$ cat config.mk
export PLATFORM = sky130hd
export DESIGN_NAME = layer_controller
export DESIGN_NICKNAME = d
export VERILOG_FILES = /design/src/rtl/layer_controller_pkg.sv /design/src/rtl/layer_controller_addr_stepper.sv /design/src/rtl/layer_controller.sv
export SDC_FILE = /design/constraint.sdc
export NUM_CORES = 1
export LEC_CHECK = 0
export ABC_AREA = 1
export CAP_MARGIN = 10
export CORE_ASPECT_RATIO = 0.8
export CORE_UTILIZATION = 30
export DETAILED_ROUTE_END_ITERATION = 7
export PLACE_DENSITY = 0.55
export REMOVE_ABC_BUFFERS = 1
export SLEW_MARGIN = 40
export SYNTH_ARGS = -nofsm -noshare
export SYNTH_HDL_FRONTEND = slang
export SYNTH_HIERARCHICAL = 1
export SYNTH_SLANG_ARGS = --single-unit
$ cat constraint.sdc
create_clock -name clk -period 2.1 [get_ports clk]
set_input_delay 0.42 -clock clk [delete_from_list [all_inputs] [get_ports clk]]
set_output_delay 0.42 -clock clk [all_outputs]
set_load 0.01 [all_outputs]
$ cat src/rtl/layer_controller_pkg.sv
// Shared definitions for the layer controller: FSM state encoding and default widths.
package layer_controller_pkg;

  localparam int FCW_DEF     = 4;
  localparam int DEPTH_W_DEF = 3;
  localparam int ADDR_W_DEF  = 16;

  typedef enum logic [2:0] {
    S_IDLE       = 3'd0,
    S_FETCH_W    = 3'd1,
    S_RUN        = 3'd2,
    S_WRITE_BACK = 3'd3,
    S_NEXT       = 3'd4,
    S_DONE       = 3'd5
  } state_e;

endpackage

$ cat src/rtl/layer_controller_addr_stepper.sv
// Address accumulator: loads a base address, then adds a stride per step (wraps modulo 2^ADDR_W).
module addr_stepper
  import layer_controller_pkg::*;
#(
  parameter int ADDR_W = ADDR_W_DEF
) (
  input  logic              clk,
  input  logic              resetState,
  input  logic              load,
  input  logic [ADDR_W-1:0] base,
  input  logic              step,
  input  logic [ADDR_W-1:0] stride,
  output logic [ADDR_W-1:0] addr
);

  logic [ADDR_W-1:0] addr_q;

  always_ff @(posedge clk or negedge resetState) begin
    if (!resetState) begin
      addr_q <= '0;
    end else if (load) begin
      addr_q <= base;
    end else if (step) begin
      addr_q <= addr_q + stride;
    end
  end

  assign addr = addr_q;

endmodule

$ cat src/rtl/layer_controller.sv
// Sequences one conv layer: per filter fetch weights, run the filter controller, write back.
// Handshakes: dmaReq/wbReq are level requests held until their done strobe is seen in the
// owning state; done strobes arriving in any other state are ignored.
module layer_controller
  import layer_controller_pkg::*;
#(
  parameter int FILTER_CNT_W = FCW_DEF,
  parameter int DEPTH_W      = DEPTH_W_DEF,
  parameter int ADDR_W       = ADDR_W_DEF
) (
  input  logic                    clk,
  input  logic                    resetState,
  input  logic                    start,
  input  logic [FILTER_CNT_W-1:0] numFilters,
  input  logic [DEPTH_W-1:0]      depth,
  input  logic [ADDR_W-1:0]       wBase,
  input  logic [ADDR_W-1:0]       wStride,
  input  logic [ADDR_W-1:0]       oBase,
  input  logic [ADDR_W-1:0]       oStride,
  output logic                    dmaReq,
  output logic [ADDR_W-1:0]       dmaAddr,
  input  logic                    dmaFinish,
  output logic                    filterStart,
  output logic [DEPTH_W-1:0]      filterDepth,
  input  logic                    filterDone,
  output logic                    wbReq,
  output logic [ADDR_W-1:0]       wbAddr,
  input  logic                    wbDone,
  output logic [FILTER_CNT_W-1:0] filterIdx,
  output logic                    busy,
  output logic                    layerDone,
  output logic [2:0]              dbgState
);

  state_e                  state_q, state_d;
  logic [FILTER_CNT_W-1:0] num_filters_q, idx_q;
  logic [DEPTH_W-1:0]      depth_q;
  logic [ADDR_W-1:0]       w_stride_q, o_stride_q;
  logic                    dma_req_q, filter_start_q, wb_req_q, busy_q, layer_done_q;
  logic                    accept, step, last_filter;

  assign accept      = (state_q == S_IDLE) && start;
  assign step        = (state_d == S_NEXT);
  assign last_filter = (idx_q == num_filters_q - FILTER_CNT_W'(1));

  always_comb begin
    state_d = state_q;
    unique case (state_q)
      S_IDLE:       if (start) state_d = (numFilters == '0) ? S_DONE : S_FETCH_W;
      S_FETCH_W:    if (dmaFinish) state_d = S_RUN;
      // filter_start_q marks the first RUN cycle, where filterDone is not yet meaningful
      S_RUN:        if (filterDone && !filter_start_q) state_d = S_WRITE_BACK;
      S_WRITE_BACK: if (wbDone) state_d = last_filter ? S_DONE : S_NEXT;
      S_NEXT:       state_d = S_FETCH_W;
      S_DONE:       state_d = S_IDLE;
      default:      state_d = S_IDLE;
    endcase
  end

  // Outputs are registered from the next state so they line up with state entry.
  always_ff @(posedge clk or negedge resetState) begin
    if (!resetState) begin
      state_q        <= S_IDLE;
      num_filters_q  <= '0;
      idx_q          <= '0;
      depth_q        <= '0;
      w_stride_q     <= '0;
      o_stride_q     <= '0;
      dma_req_q      <= 1'b0;
      filter_start_q <= 1'b0;
      wb_req_q       <= 1'b0;
      busy_q         <= 1'b0;
      layer_done_q   <= 1'b0;
    end else begin
      state_q        <= state_d;
      dma_req_q      <= (state_d == S_FETCH_W);
      filter_start_q <= (state_d == S_RUN) && (state_q != S_RUN);
      wb_req_q       <= (state_d == S_WRITE_BACK);
      busy_q         <= (state_d != S_IDLE);
      layer_done_q   <= (state_d == S_DONE);
      if (accept) begin
        num_filters_q <= numFilters;
        depth_q       <= depth;
        w_stride_q    <= wStride;
        o_stride_q    <= oStride;
        idx_q         <= '0;
      end else if (step) begin
        idx_q <= idx_q + FILTER_CNT_W'(1);
      end
    end
  end

  addr_stepper #(.ADDR_W(ADDR_W)) u_w_addr (
    .clk        (clk),
    .resetState (resetState),
    .load       (accept),
    .base       (wBase),
    .step       (step),
    .stride     (w_stride_q),
    .addr       (dmaAddr)
  );

  addr_stepper #(.ADDR_W(ADDR_W)) u_o_addr (
    .clk        (clk),
    .resetState (resetState),
    .load       (accept),
    .base       (oBase),
    .step       (step),
    .stride     (o_stride_q),
    .addr       (wbAddr)
  );

  assign dmaReq      = dma_req_q;
  assign filterStart = filter_start_q;
  assign filterDepth = depth_q;
  assign wbReq       = wb_req_q;
  assign filterIdx   = idx_q;
  assign busy        = busy_q;
  assign layerDone   = layer_done_q;
  assign dbgState    = state_q;

endmodule

==> results of run 1 <==
==> cell families after synthesis <==
kind of cell | after synthesis | share of synthesized area, %
and+or+nand+nor | 454 | 36.5
buffers and inverters | 112 | 8.05
DFF | 83 | 38.5
AOI/OAI and AO/OA | 65 | 7.47
adders and majority gates | 34 | 8.17
xor gates and xnor gates | 8 | 1.30
==> flip-flops by register name (all words and copies together), names as in the netlist <==
register,flops
o_stride_q,16
u_o_addr/addr,16
u_w_addr/addr,16
w_stride_q,16
filterIdx,4
num_filters_q,4
dbgState,3
filterDepth,3
busy,1
dmaReq,1
filterStart,1
layerDone,1
wbReq,1
==> cells in the mapped netlist, drive strengths merged <==
cell / n / area (µm²)
nor3: 7 / 65.1
ha: 32 / 400
nand4: 4 / 40.0
clkbuf: 5 / 18.8
inv: 96 / 360
nand3: 52 / 293
nor3b: 1 / 7.51
and2: 4 / 30.0
buf: 11 / 55.0
xor2: 2 / 17.5
nand3b: 4 / 30.0
fa: 2 / 40.0
a21oi: 26 / 153
xnor2: 6 / 52.6
nand2: 336 / 1290
dfrtp: 83 / 2080
a22oi: 20 / 150
o211ai: 2 / 15.0
or2: 5 / 31.3
o21ai: 17 / 85.1
nor2: 41 / 186
==> stage by stage <==
step,setup TNS [ns],instances,total power (W)
2_1_floorplan,-4.63,740,0.00726
3_3_place_gp,-4.87,1119,0.00968
3_5_place_dp,-5.45,1119,0.00971
4_1_cts,0,1135,0.0115
5_1_grt,-0.0940,1136,0.0127
6_report,0,1136,0.0115
==> cell type report <==
| type | count | area share (%) |
|---|---|---|
| clock buffer | 11 | 3.11 |
| clock inverter | 5 | 1.04 |
| inverter | 96 | 4.94 |
| multi-input combinational | 561 | 39.2 |
| sequential | 83 | 27.7 |
| tap | 225 | 3.76 |
| timing repair buffer | 155 | 20.2 |
==> layer usage <==
metal	up-vias	GRT usage [%]	wire length, µm
met5	-	0	0
met4	0	3.64	121
met3	7	3.95	730
met2	95	26.1	6230
met1	2209	23.2	7260
li1	2678	-	-
==> final timing paths <==
check	endpoint	cells after the start
max in group asynchronous	w_stride_q[12]$_DFFE_PN0P_	2
min in group clk	filterDepth[0]$_DFFE_PN0P_	2
worst min register to register	filterDepth[0]$_DFFE_PN0P_	2
worst max register to register	u_o_addr/addr[5]$_DFFE_PN0P_	18
worst min-delay path	o_stride_q[14]$_DFFE_PN0P_	2
worst max-delay path	u_o_addr/addr[5]$_DFFE_PN0P_	18
==> power groups by stage <==
stage          logic, W  clock network, W  registers, W
6_report        0.00683           0.00170       0.00294
5_1_grt         0.00782           0.00181       0.00305
4_1_cts         0.00679           0.00175       0.00294
3_5_place_dp    0.00676                 0       0.00295
3_3_place_gp    0.00672                 0       0.00296
2_1_floorplan   0.00424                 0       0.00301
==> what timing repair did <==
item,CTS,global route
pin swaps,0,4
gates resized for setup,1,20
endpoints found under the setup margin,7,32
buffers inserted,0,1
==> out/summary.txt, run 1 <==
status: complete, but fails checks
failing checks: DRC
CP Capture Type: register
P_sw: 0.00512 W
RSZ-0062 raised after global routing: yes
worst-case clock skew: 0.00537 ns
initial antenna violation count: 0
final setup violation count: 0
# H-tree levels: 3
worst skew pair latency: 0.35 ns
clock transition at the registers of the reported paths: 0.06 ns
commonest non-fill, non-tap cells in the layout: nand2_1 (325), clkdlybuf4s50_1 (122), dfrtp_1 (83), inv_1 (79), nand3_1 (45)
initial drt markers: 211
dpl cell area: 7100 µm²
fraction of layout cells with a size suffix above 1: 12.2%
Switching Share: 44.6%
Synth Instances: 756
Synth Cell Area: 5390 µm²
multi-input logic area: 2940 µm²
# port buffers: 123
leakage: 3.88 nW
I/O pin total: 124
Relative slew margins: 66.7%
DIE HEIGHT: 122 µm
most common cell after layout, fill and taps aside: nand2_1
first-pass GRT wire length: 24.2 mm
WHS: 0.108 ns
design area: 7490 µm²
Starting Density: 30.8%
most used cell, CP: nand2_1
VDD IR max: 0.000489 V
Distinct cells, synth: 35
Cell Chain, Critical Path: inv_2, ha_4, nand2_1, inv_1, nor2_1, nand2_1, nor2_1, nand2_1, nand2_1, nand2_2, nand4_4, clkinv_4, inv_2, nor2_4, inv_4, a21oi_2, o21ai_1, nand3_1
fillcell total: 1806
crit path time final: 1.96 ns
max-slew violation count: 0
Final Util: 42.8%
max frequency: 0.509 GHz
FF+latch area: 2080 µm²
vias in the first global route: 4880
Residual DRC: 16
vias: 4989
endpoints failing hold: 0
drt pass-1 iters: 8
routability cong.: 0.822
Post-CTS Hold Buffers: 0
Num CTS Buffers: 9
HPWL Detailed: 10.7 mm
Yosys warnings: 6
Seq cells post-synth: 83
WP data arrival: 2.24 ns
pwr dens: 1530 nW/µm²
Worst path max stage delay: 0.36 ns
Clock Tree Root: clkbuf_16
Clock Sink Count: 83
pre-CTS setup slack: -0.216 ns
register area share after synthesis: 38.5%
area added between synthesis and finish: 38.9%
die footprint: 18500 µm²
mean routed wirelength per cell: 12.6 µm
Worst path top cell family by delay: simple AND/OR/NAND/NOR gates
Crit Path Class: reg2reg
max_cap viols: 0
GRT Overall Usage: 16.6%
Final WS setup: 0.137 ns
Final nets: 1017
Combinational Power Share: 59.6%
CTS tree: done
antenna-violating nets left: 0
crit path max fanout: 6
Internal: 0.00635 W
r2r setup slk: 0.14 ns
Chip Width: 152 µm
Worst EP required: 2.38 ns
CP Launch Point: num_filters_q[0]$_DFFE_PN0P_
Clock power frac: 14.8%
core area: 17500 µm²
diode count: 0
Max Root-Sink Buffers: 2
largest net degree at the start of global routing: 84
Tightest Hold Check Type: in2async
row count: 43
reg2reg start: num_filters_q[0]$_DFFE_PN0P_
WL final: 14.3 mm
Congestion Overflow GR: 0
Buf/Inv on CP: 5
synthesized area per cell: 7.13 µm²
Final period util: 93.5%
Slowest-stage cell, CP: dfrtp_1
Worst Tran Pin Value: 0.499 ns
Vias/cell: 4.39
startpoint types: register
Sequential Power Share: 25.6%
Note: power is estimated with default switching activity, not from simulation.
==> run 2: changes to the inputs <==
--- a/config.mk
+++ b/config.mk
@@ -10,7 +10,6 @@
 export CORE_ASPECT_RATIO = 0.8
 export CORE_UTILIZATION = 30
 export DETAILED_ROUTE_END_ITERATION = 7
-export PLACE_DENSITY = 0.55
 export REMOVE_ABC_BUFFERS = 1
 export SLEW_MARGIN = 40
 export SYNTH_ARGS = -nofsm -noshare
==> run 2 against run 1 <==
Compared with the run above:
- the flow still finishes with violations (DRC)
- global-route usage up 0.32 points
- design area about the same
- highest routed layer unchanged
- wire length up 2.2%
- sequential cell count unchanged
- critical path type unchanged
- worst setup slack worse by 0.014 ns
- clock power down 11%
- via count up 1.5%
==> out/summary.txt, run 2 (synthesis results as in run 1) <==
vias in the first global route: 4991 (was 4880)
DIE HEIGHT: 122 µm (unchanged)
initial antenna violation count: 0 (unchanged)
antenna-violating nets left: 0 (unchanged)
Internal: 0.00617 W (was 0.00635 W)
Congestion Overflow GR: 0 (unchanged)
Post-CTS Hold Buffers: 0 (unchanged)
vias: 5064 (was 4989)
most common cell after layout, fill and taps aside: nand2_1 (unchanged)
Final WS setup: 0.123 ns (was 0.137 ns)
Num CTS Buffers: 9 (unchanged)
initial drt markers: 315 (was 211)
max_cap viols: 0 (unchanged)
CP Launch Point: num_filters_q[0]$_DFFE_PN0P_ (unchanged)
Worst Tran Pin Value: 0.540 ns (was 0.499 ns)
Final Non-Filler Cells: 1136 (unchanged)
reg2reg start: num_filters_q[0]$_DFFE_PN0P_ (unchanged)
r2r setup slk: 0.12 ns (was 0.14 ns)
WL final: 14.7 mm (was 14.3 mm)
I/O pin total: 124 (unchanged)
Inst Count DP: 1117 (was 1119)
Switching Share: 45.6% (was 44.6%)
mean routed wirelength per cell: 12.9 µm (was 12.6 µm)
area added between synthesis and finish: 38.8% (was 38.9%)
# port buffers: 123 (unchanged)
status: complete, but fails checks (unchanged)
crit path max fanout: 7 (was 6)
FF-to-FF path depth: 17 (was 18)
Clock power frac: 13.4% (was 14.8%)
diode count: 0 (unchanged)
CTS tree: done (unchanged)
pre-CTS setup slack: -0.168 ns (was -0.216 ns)
Crit Path Class: reg2reg (unchanged)
Final nets: 1017 (unchanged)
Final Util: 42.8% (about the same)
GRT Overall Usage: 16.9% (was 16.6%)
VDD IR max: 0.000503 V (was 0.000489 V)
largest net degree at the start of global routing: 44 (was 84)
Clock Tree Root: clkbuf_16 (unchanged)
setup TNS: 0 ns (unchanged)
CP endpoint: u_w_addr/addr[12]$_DFFE_PN0P_ (was u_o_addr/addr[5]$_DFFE_PN0P_)
CP Capture Type: register (unchanged)
Sequential Power Share: 26.0% (was 25.6%)
WP data arrival: 2.21 ns (was 2.24 ns)
P_sw: 0.00516 W (was 0.00512 W)
Starting Density: 30.8% (unchanged)
Worst EP required: 2.34 ns (was 2.38 ns)
final setup violation count: 0 (unchanged)
fraction of layout cells with a size suffix above 1: 12.7% (was 12.2%)
# H-tree levels: 3 (unchanged)
leakage: 3.89 nW (was 3.88 nW)
drt pass-1 iters: 6 (was 8)
die footprint: 18500 µm² (unchanged)
RSZ-0062 raised after global routing: yes (unchanged)
fillcell total: 1810 (was 1806)
core area: 17500 µm² (unchanged)
first-pass GRT wire length: 24.5 mm (was 24.2 mm)
worst reg2reg endpoint: u_w_addr/addr[12]$_DFFE_PN0P_ (was u_o_addr/addr[5]$_DFFE_PN0P_)
Chip Width: 152 µm (unchanged)
HPWL Detailed: 11.0 mm (was 10.7 mm)
worst-case clock skew: 0.00546 ns (was 0.00537 ns)
Clock Sink Count: 83 (unchanged)
Combinational Power Share: 60.6% (was 59.6%)
clock transition at the registers of the reported paths: 0.06 ns (about the same)
Residual DRC: 20 (was 16)
crit path time final: 1.98 ns (was 1.96 ns)
failing checks: DRC (unchanged)
worst skew pair latency: 0.35 ns (about the same)
max frequency: 0.506 GHz (was 0.509 GHz)
Relative slew margins: 64.0% (was 66.7%)
routability cong.: 0.884 (was 0.822)
max-slew violation count: 0 (unchanged)
endpoints failing hold: 0 (unchanged)
Max Root-Sink Buffers: 2 (unchanged)
Final period util: 94.1% (was 93.5%)
row count: 43 (unchanged)
startpoint types: register (unchanged)
commonest non-fill, non-tap cells in the layout: nand2_1 (323), clkdlybuf4s50_1 (122), dfrtp_1 (83), inv_1 (79), nand3_1 (45) (was nand2_1 (325), clkdlybuf4s50_1 (122), dfrtp_1 (83), inv_1 (79), nand3_1 (45))
Vias/cell: 4.46 (was 4.39)
Tot Pwr: 0.0113 W (was 0.0115 W)
Tightest Hold Check Type: in2async (unchanged)
pwr dens: 1510 nW/µm² (was 1530 nW/µm²)
## run 2: routing by layer
| layer | wire (µm) | vias up | global-route usage [%] |
|---|---|---|---|
| li1 | - | 2681 | - |
| met1 | 7180 | 2275 | 22.0 |
| met2 | 6680 | 96 | 28.5 |
| met3 | 618 | 12 | 3.66 |
| met4 | 176 | 0 | 4.91 |
| met5 | 0 | - | 0 |
## run 2: timing repair
action,in CTS,in global routing
pin swaps,0,7
gates resized for setup,1,28
setup endpoints to repair,14,32
buffers inserted,0,3
## run 2: how the worst min path moves through the flow
stage | depth (start not counted) | to
6_report | 1 | dmaReq$_DFF_PN0_
5_1_grt | 1 | wbReq$_DFF_PN0_
4_1_cts | 1 | dmaReq$_DFF_PN0_
3_5_place_dp | 1 | dmaReq$_DFF_PN0_
3_3_place_gp | 1 | filterStart$_DFF_PN0_
2_1_floorplan | 0 | busy$_DFF_PN0_
## run 2: worst max-delay path, cell delays in order (launching register included)
cell and delay, ns:
dfrtp_1 0.40, inv_2 0.09, ha_4 0.20, nand2_1 0.06
inv_1 0.04, nor2_1 0.09, nand2_1 0.07, nor2_2 0.08
nand2_1 0.06, nand2_1 0.07, nand2_2 0.07, nand4_4 0.09
clkinv_4 0.11, inv_2 0.09, nor2_4 0.05, buf_4 0.17
nand3_1 0.08, nand2_1 0.05
## run 2: layout make-up
cell class / count / area, µm² / area share, %
Clock buffer: 11 / 253 / 3.38
Clock inverter: 5 / 27.5 / 0.368
Inverter: 96 / 375 / 5.01
Multi-Input combinational cell: 561 / 2950 / 39.4
Sequential cell: 83 / 2080 / 27.7
Tap cell: 225 / 282 / 3.76
Timing Repair Buffer: 155 / 1530 / 20.4
## run 2: through the flow
| step | area (µm²) | hold WS (ns) |
|---|---|---|
| floorplan | 5320 | 0.124 |
| global placement | 7100 | 0.425 |
| detailed placement | 7100 | 0.425 |
| CTS | 7380 | 0.0452 |
| global route | 7490 | 0.0748 |
| finish | 7490 | 0.0414 |
## run 2: power by group through the flow
stage | sequential, W | combinational (W) | clock, W
floorplan | 0.00301 | 0.00424 | 0
global placement | 0.00296 | 0.00667 | 0
detailed placement | 0.00296 | 0.00675 | 0
CTS | 0.00295 | 0.00677 | 0.00158
global route | 0.00306 | 0.00779 | 0.00163
finish | 0.00295 | 0.00686 | 0.00151
